**src/rtl/pwm_capture_pkg.sv**
```systemverilog
// Shared types and defaults for the PWM capture block.
package pwm_capture_pkg;

    localparam int CNT_W_DEF = 8;

    typedef enum logic [1:0] {
        ST_IDLE  = 2'd0,
        ST_HIGH  = 2'd1,
        ST_LOW   = 2'd2,
        ST_STUCK = 2'd3
    } state_t;

endpackage

```
**src/rtl/sync_edge.sv**
```systemverilog
// Multi-flop synchroniser for an asynchronous input, with a one-cycle-delayed
// copy for rise/fall detection. Usable for any slow external input.
module sync_edge #(
    parameter int SYNC_STAGES = 2
) (
    input  logic clk,
    input  logic rst,
    input  logic din,
    output logic level,
    output logic rise,
    output logic fall
);

    logic [SYNC_STAGES-1:0] sync_q;
    logic                   prev;

    // NOTE: sequential state uses non-blocking assignments so every flop samples
    // the pre-edge value of its neighbour; blocking here would collapse the chain.
    always_ff @(posedge clk) begin
        if (rst) begin
            sync_q <= '0;
            prev   <= 1'b0;
        end else begin
            sync_q <= {sync_q[SYNC_STAGES-2:0], din};
            prev   <= sync_q[SYNC_STAGES-1];
        end
    end

    assign level = sync_q[SYNC_STAGES-1];
    assign rise  = level & ~prev;
    assign fall  = ~level & prev;

endmodule

```
**src/rtl/pwm_capture.sv**
```systemverilog
// Measures high time and rise-to-rise period of a PWM input in clock cycles,
// strobing valid per complete period and flagging a missing edge as stuck.
module pwm_capture
    import pwm_capture_pkg::*;
#(
    parameter int CNT_W       = CNT_W_DEF,
    parameter int SYNC_STAGES = 2
) (
    input  logic             clk,
    input  logic             rst,
    input  logic             pwm_in,
    output logic [CNT_W-1:0] duty,
    output logic [CNT_W-1:0] period,
    output logic             valid,
    output logic             stuck,
    output logic             level
);

    localparam logic [CNT_W-1:0] CNT_MAX = '1;
    localparam logic [CNT_W-1:0] CNT_ONE = CNT_W'(1);

    logic             rise;
    logic             fall;
    state_t           state, state_n;
    logic [CNT_W-1:0] pcnt, pcnt_n;
    logic [CNT_W-1:0] hcnt, hcnt_n;
    logic             meas_done;

    sync_edge #(
        .SYNC_STAGES(SYNC_STAGES)
    ) u_sync_edge (
        .clk   (clk),
        .rst   (rst),
        .din   (pwm_in),
        .level (level),
        .rise  (rise),
        .fall  (fall)
    );

    always_ff @(posedge clk) begin
        if (rst) begin
            state  <= ST_IDLE;
            pcnt   <= '0;
            hcnt   <= '0;
            duty   <= '0;
            period <= '0;
            valid  <= 1'b0;
        end else begin
            state <= state_n;
            pcnt  <= pcnt_n;
            hcnt  <= hcnt_n;
            valid <= meas_done;
            if (meas_done) begin
                duty   <= hcnt;
                period <= pcnt;
            end
        end
    end

    // NOTE: every signal driven here gets a default first, so no path through
    // the case can leave one unassigned and infer a latch.
    always_comb begin
        state_n   = state;
        pcnt_n    = pcnt;
        hcnt_n    = hcnt;
        meas_done = 1'b0;
        case (state)
            ST_IDLE, ST_STUCK: begin
                if (rise) begin
                    state_n = ST_HIGH;
                    pcnt_n  = CNT_ONE;
                    hcnt_n  = CNT_ONE;
                end
            end
            ST_HIGH: begin
                if (pcnt == CNT_MAX) begin
                    state_n = ST_STUCK;
                end else if (fall) begin
                    state_n = ST_LOW;
                    pcnt_n  = pcnt + CNT_ONE;
                end else begin
                    pcnt_n = pcnt + CNT_ONE;
                    hcnt_n = hcnt + CNT_ONE;
                end
            end
            ST_LOW: begin
                // A rise on the saturating cycle still closes a valid period.
                if (rise) begin
                    meas_done = 1'b1;
                    state_n   = ST_HIGH;
                    pcnt_n    = CNT_ONE;
                    hcnt_n    = CNT_ONE;
                end else if (pcnt == CNT_MAX) begin
                    state_n = ST_STUCK;
                end else begin
                    pcnt_n = pcnt + CNT_ONE;
                end
            end
            default: state_n = ST_IDLE;
        endcase
    end

    always_comb begin
        stuck = (state == ST_STUCK);
    end

endmodule

```
**config.mk**
```make
export PLATFORM = sky130hd
export DESIGN_NAME = pwm_capture
export DESIGN_NICKNAME = d
export VERILOG_FILES = /design/src/rtl/pwm_capture_pkg.sv /design/src/rtl/sync_edge.sv /design/src/rtl/pwm_capture.sv
export SDC_FILE = /design/constraint.sdc
export NUM_CORES = 1
export LEC_CHECK = 0
export ABC_AREA = 1
export CORE_UTILIZATION = 50
export DETAILED_ROUTE_END_ITERATION = 16
export GPL_TIMING_DRIVEN = 0
export PLACE_DENSITY = 0.82
export SYNTH_ARGS = -nofsm -noshare
export SYNTH_HDL_FRONTEND = slang
export SYNTH_SLANG_ARGS = --single-unit
```
**constraint.sdc**
```tcl
create_clock -name clk -period 1.7 [get_ports clk]
set_clock_uncertainty 0.05 [all_clocks]
set_input_delay 0.34 -clock clk [delete_from_list [all_inputs] [get_ports clk]]
set_output_delay 0.34 -clock clk [all_outputs]
set_load 0.02 [all_outputs]
```
=== After elaboration in Yosys (flattened, before gate mapping) ===
Index checks and enable logic that the tools add are counted.

* Register bits after elaboration: 38
* Input bits: 3
* Word-level logic and storage cells: 44

* Add/subtract/negate cells: 2
* Equality and inequality tests: 10
* Multiplexer cells: 15
* Bitwise logic cells: 4
* Reductions and logical operators: 5

{| class="wikitable"
|+ Operators with widths
! operator !! count
|-
| 2-to-1 mux 8 bit || 5
|-
| one-hot mux 8 bit (3 select lines) || 1
|-
| adder 8 x 1 -> 8 bit (second input constant) || 2
|-
| one-hot mux 8 bit (2 select lines) || 1
|-
| 2-to-1 mux 2 bit || 5
|-
| == test 8 bit (second input constant) || 1
|-
| inequality test 2 bit (second input constant) || 3
|-
| inequality test 3 bit (second input constant) || 2
|-
| one-hot mux 2 bit (3 select lines) || 1
|-
| AND reduction 3 bit || 2
|-
| == test 2 bit (second input constant) || 2
|-
| OR reduction 3 bit || 1
|-
| AND 1 bit || 2
|-
| == test 2 x 1 -> 1 bit (second input constant) || 1
|-
| zero test 2 bit || 1
|-
| 2-to-1 mux 1 bit || 2
|-
| inequality test 2 x 1 -> 1 bit (second input constant) || 1
|-
| NOT 1 bit || 2
|-
| OR reduction 2 bit || 1
|}

=== Depth between registers and ports, before layout ===
* Depth in word-level cells: 5
* Depth in mapped cells: 10
* Mapped depth without buffers: 9

=== Hierarchy ===
A second synthesis with hierarchy kept.

* Cell total of the unflattened synthesis: 240
* Area total of the unflattened synthesis: 1692.9 um^2

{| class="wikitable"
|+ Modules (own cells, without submodules)
! module !! instances !! cells an instance !! area each (um^2) !! sequential area each (um^2)
|-
| pwm_capture || 1 || 228 || 1599.0 || 700.7
|-
| sync_edge || 1 || 12 || 93.8 || 60.1
|}

=== Worst setup path after synthesis ===
Ideal clock, no wire load.

* Path kind: register -> register
* Start point: reg state[0]
* End point: reg pcnt[2]
* Setup time: 78 ps
* Arrival time: 1391 ps
* Slack: 181 ps
* Stages on the path, launching flop included: 7
* Path buffers: 0
* Period minus slack after synthesis: 1519 ps
* Cell sequence: dfxtp_1 > inv_1 > ha_1 > o21bai_1 > nor2_1 > o21ai_1 > nor3_1

* Cells in the longest elaborated chain, start to end: 3
* Elaborated cells on any way between the ends: 7
* Classes of those cells: eq/ne (4); mux (1); reduce/logical (2)

{| class="wikitable"
|+ Ends and longest elaborated chain
! element !! line !! text
|-
| from (decl) || pwm_capture.sv:24 || <nowiki>state_t state, state_n;</nowiki>
|-
| from (signal assigned) || pwm_capture.sv:49 || <nowiki>state <= state_n;</nowiki>
|-
| == test 2 bit / zero test 2 bit (equally long branches) || pwm_capture.sv:67 || <nowiki>case (state)</nowiki>
|-
| OR reduction 2 bit || pwm_capture.sv:67 ||
|-
| one-hot mux 8 bit (3 select lines) / inequality test 2 bit (equally long branches) || - ||
|-
| to (signal assigned) || pwm_capture.sv:50 || <nowiki>pcnt <= pcnt_n;</nowiki>
|-
| to (decl) || pwm_capture.sv:25 || <nowiki>logic [CNT_W-1:0] pcnt, pcnt_n;</nowiki>
|}

Parallel ways exist; a longest one is shown, timed or not.
A chain may end at the register's enable or synchronous reset.

=== Final worst setup path ===
Ends and elaborated chain as after synthesis.

==> out/metrics.csv <==
stage;metric;value;unit
die;die_area;3770;µm²
synthesis;syn_avg_cell_area;7.25;µm²
worst_setup_path;cp_top_family;simple AND/OR/NAND/NOR gates;
worst_setup_path;cp_cell_sequence;inv_1 > ha_2 > o21bai_1 > nor2_2 > o21ai_2 > nor3_1;
global_routing;gr-total-overflow;0;
final_layout;antenna_cells;0;
worst_setup_path;end_kind;flip-flop;
routing;vias;1604;
synthesis;syn-cell-area;1760;µm²
synthesis;post-synth-top-count-cell;nand2_1;
die;dieHeight;61.4;µm
synthesis;synthDistinctLibCells;27;
power;power.share.clock;22.5;%
sta;fin_crit_sh;93.3;%
sta;report.final.slew_viol_count;0;
power;max-vdd-ir-drop;606;µV
worst_setup_path;crit_start;state[0];
worst_setup_path;cp.arrival;1.82;ns
worst_setup_path;reg2reg_depth;6;
worst_setup_path;rrSetupSlack;0.11;ns
power;power.internal;0.00140;W
place;io_buffers;20;
job;drv_cap;0;
place;dp.cells;309;
routing;dr.pass1.iters;4;
synthesis;synth_flop_cell;dfxtp_1;
worst_setup_path;required;1.93;ns
synthesis;synth_top_area_share;43.2;%
sta;hold_viol;0;
die;die_w;61.4;µm
clock_tree;cts_tree;built;
global_routing;gr-usage-all-layers;20.4;%
worst_setup_path;crit_end;pcnt[2];
worst_setup_path;slowest_stage;dfxtp_2;
synthesis;syn_nets;251;
clock_tree;path_clk_slew;0.11;ns
sta;tightest_slew;0.538;ns
final_layout;stdcell_count;318;
outcome;status;completed;
final_layout;nets;279;
routing;drc;0;
worst_setup_path;path_buf_inv;1;
sta;rsz0062_at_grt;false;
sta;finalSetupViolCount;0;
routing;via_per_inst;5.04;
sta;max-slew-margin-rel;64.2;%
synthesis;synth-edff-count;0;
worst_setup_path;cp_slowest_stage_delay;0.36;ns
power;switching_share;37.2;%
synthesis;ys_seq_elements;38;
synthesis;synth_async_sr_flop_share;0;%
final_layout;layout-drive-gt1-share;13.2;%
power;p_seq_share;44.8;%
worst_setup_path;cp_num_cells;6;
global_routing;antenna_found_initial;0;
clock_tree;root_buffer;clkbuf_4;
die;initial_core_util;52.4;%
clock_tree;cts_buffers;5;
synthesis;synth_common_cells;48 x nand2_1, 38 x dfxtp_1, 36 x nor2_1;
sta;worst_hold_slack;0.302;ns
clock_tree;ctsHtreeMaxLevel;2;
routing;wl_per_cell;11.2;µm
place;gp_congestion;0.919;
sta;fin_crit;1.59;ns
worst_hold_path;hold_class;in -> reg;
routing;drtIter0Drc;69;
worst_setup_path;critPathKind;reg -> reg;
routing;antenna_left;0;
synthesis;synth_area_leaders;dfxtp_1 43%, nand2_1 10%, nand3_1 7.9%;
power;p_per_area;1030;nW/µm²
routing;wl;3.56;mm
synthesis;yosysWarningCount;0;
clock_tree;clkLatencyLatePin;0.35;ns
global_routing;grt_max_degree;13;
worst_setup_path;reg2reg_from;state[0];
sta;fmax;0.630;GHz
die;core.rowCount;21;
worst_setup_path;rr_endpoint;pcnt[2];
power;p_total;0.00222;W
place;place_hpwl;2.56;mm
synthesis;synthCells;243;
worst_setup_path;crit_fanout;5;
power;power_leakage;1.06;nW
global_routing;grt_pass1_wl;5.55;mm
power;p_comb_share;32.6;%
worst_setup_path;start_kind;flip-flop;
final_layout;final_core_util;63.9;%
synthesis;ys_seq_area_share;43.2;%
clock_tree;clockBufferDepth;2;
final_layout;area_growth;21.9;%
die;core;3360;µm²
synthesis;synth_area_leader_cell;dfxtp_1;
die;ios;22;
global_routing;grt_pass1_vias;1249;
power;power_switching;0.000827;W
clock_tree;cts.sinks;38;
## through the flow
step / worst slack (ns) / cell area, µm² / setup TNS (ns)
2_1_floorplan: 0.181 / 1760 / 0
3_3_place_gp: -0.0764 / 2020 / -0.119
3_5_place_dp: -0.0588 / 2020 / -0.0797
4_1_cts: 0.00222 / 2080 / 0
5_1_grt: 0.00479 / 2150 / 0
6_report: 0.113 / 2150 / 0
## registers in the layout, summed over array words and instances, names as in the netlist
register and count:
duty 8, hcnt 8, pcnt 8, period 8, state 2, u_sync_edge.sync_q 2
u_sync_edge.prev 1, valid 1
## final cells by class
class | instances | area, µm²
plain buffers | 8 | 43.8
clock buffers | 6 | 51.3
clock inverters | 2 | 12.5
fillers | 311 | 1210
inverters | 22 | 82.6
multi-input cells | 175 | 908
flip-flops and latches | 38 | 763
well taps | 46 | 57.6
repair buffers | 21 | 229
## worst min path at each step
stage,from,depth (start not counted),to
floorplan,u_sync_edge.sync_q[0],2,u_sync_edge.sync_q[1]
global placement,u_sync_edge.sync_q[0],2,u_sync_edge.sync_q[1]
detailed placement,u_sync_edge.sync_q[0],2,u_sync_edge.sync_q[1]
CTS,rst,2,period[7]
global route,rst,2,period[6]
finish,rst,2,period[7]
## per-layer routing
| metal | GRT usage (%) | share of wire [%] | vias to the layer above | wire length, µm |
|---|---|---|---|---|
| met3 | 4.41 | 3.1 | 7 | 111 |
| li1 | - | - | 845 | - |
| met4 | 9.52 | 2.1 | 0 | 74 |
| met1 | 25.4 | 47 | 723 | 1680 |
| met2 | 33.9 | 48 | 29 | 1690 |
| met5 | 0 | 0 | - | 0 |
## cells in the final DEF (no fill, tap or decap), types with 2 or more instances in the layout
cell and n:
dlymetal6s2s_1 12, a21oi_1 27, dlygate4sd2_1 7, nor2_2 3, buf_4 2, inv_1 20, ha_1 4, nand2_1 47
nand3_1 28, nand2_2 3, clkbuf_1 3, nand4_1 3, nor3_1 2, clkbuf_4 5, dfxtp_2 2, inv_2 2
nor2_1 34, o21ai_0 6, nand2_4 6, dfxtp_1 36
## kinds of logic after synthesis
logic type | count (synthesis) | share of synthesized area (%)
AO/OA/AOI/OAI | 40 | 12.1
buffers and inverters | 30 | 7.10
AND/OR/NAND/NOR | 129 | 33.6
adder cells (fa/ha/maj) | 5 | 3.55
flip-flops | 38 | 43.2
XOR/XNOR | 1 | 0.497
## timing repair
item,in CTS,in global routing
resized for setup,9,21
cloned,0,0
hold buffers,0,0
pin swaps,1,1
setup buffers,0,1
endpoints found under the setup margin,11,31
## worst reg2reg max path, cell delays in order (launching register included)
cell      delay (ns)
dfxtp_2         0.36
inv_1           0.06
ha_2            0.31
o21bai_1        0.19
nor2_2          0.24
o21ai_2         0.13
nor3_1          0.18
## power by group through the flow
stage	clock network (W)	registers (W)	logic, W
2_1_floorplan	0	0.00100	0.000526
3_3_place_gp	0	0.00101	0.000640
3_5_place_dp	0	0.00101	0.000651
4_1_cts	0.000515	0.000991	0.000661
5_1_grt	0.000549	0.00100	0.000816
6_report	0.000501	0.000996	0.000725
(Power assumes the default switching activity.)
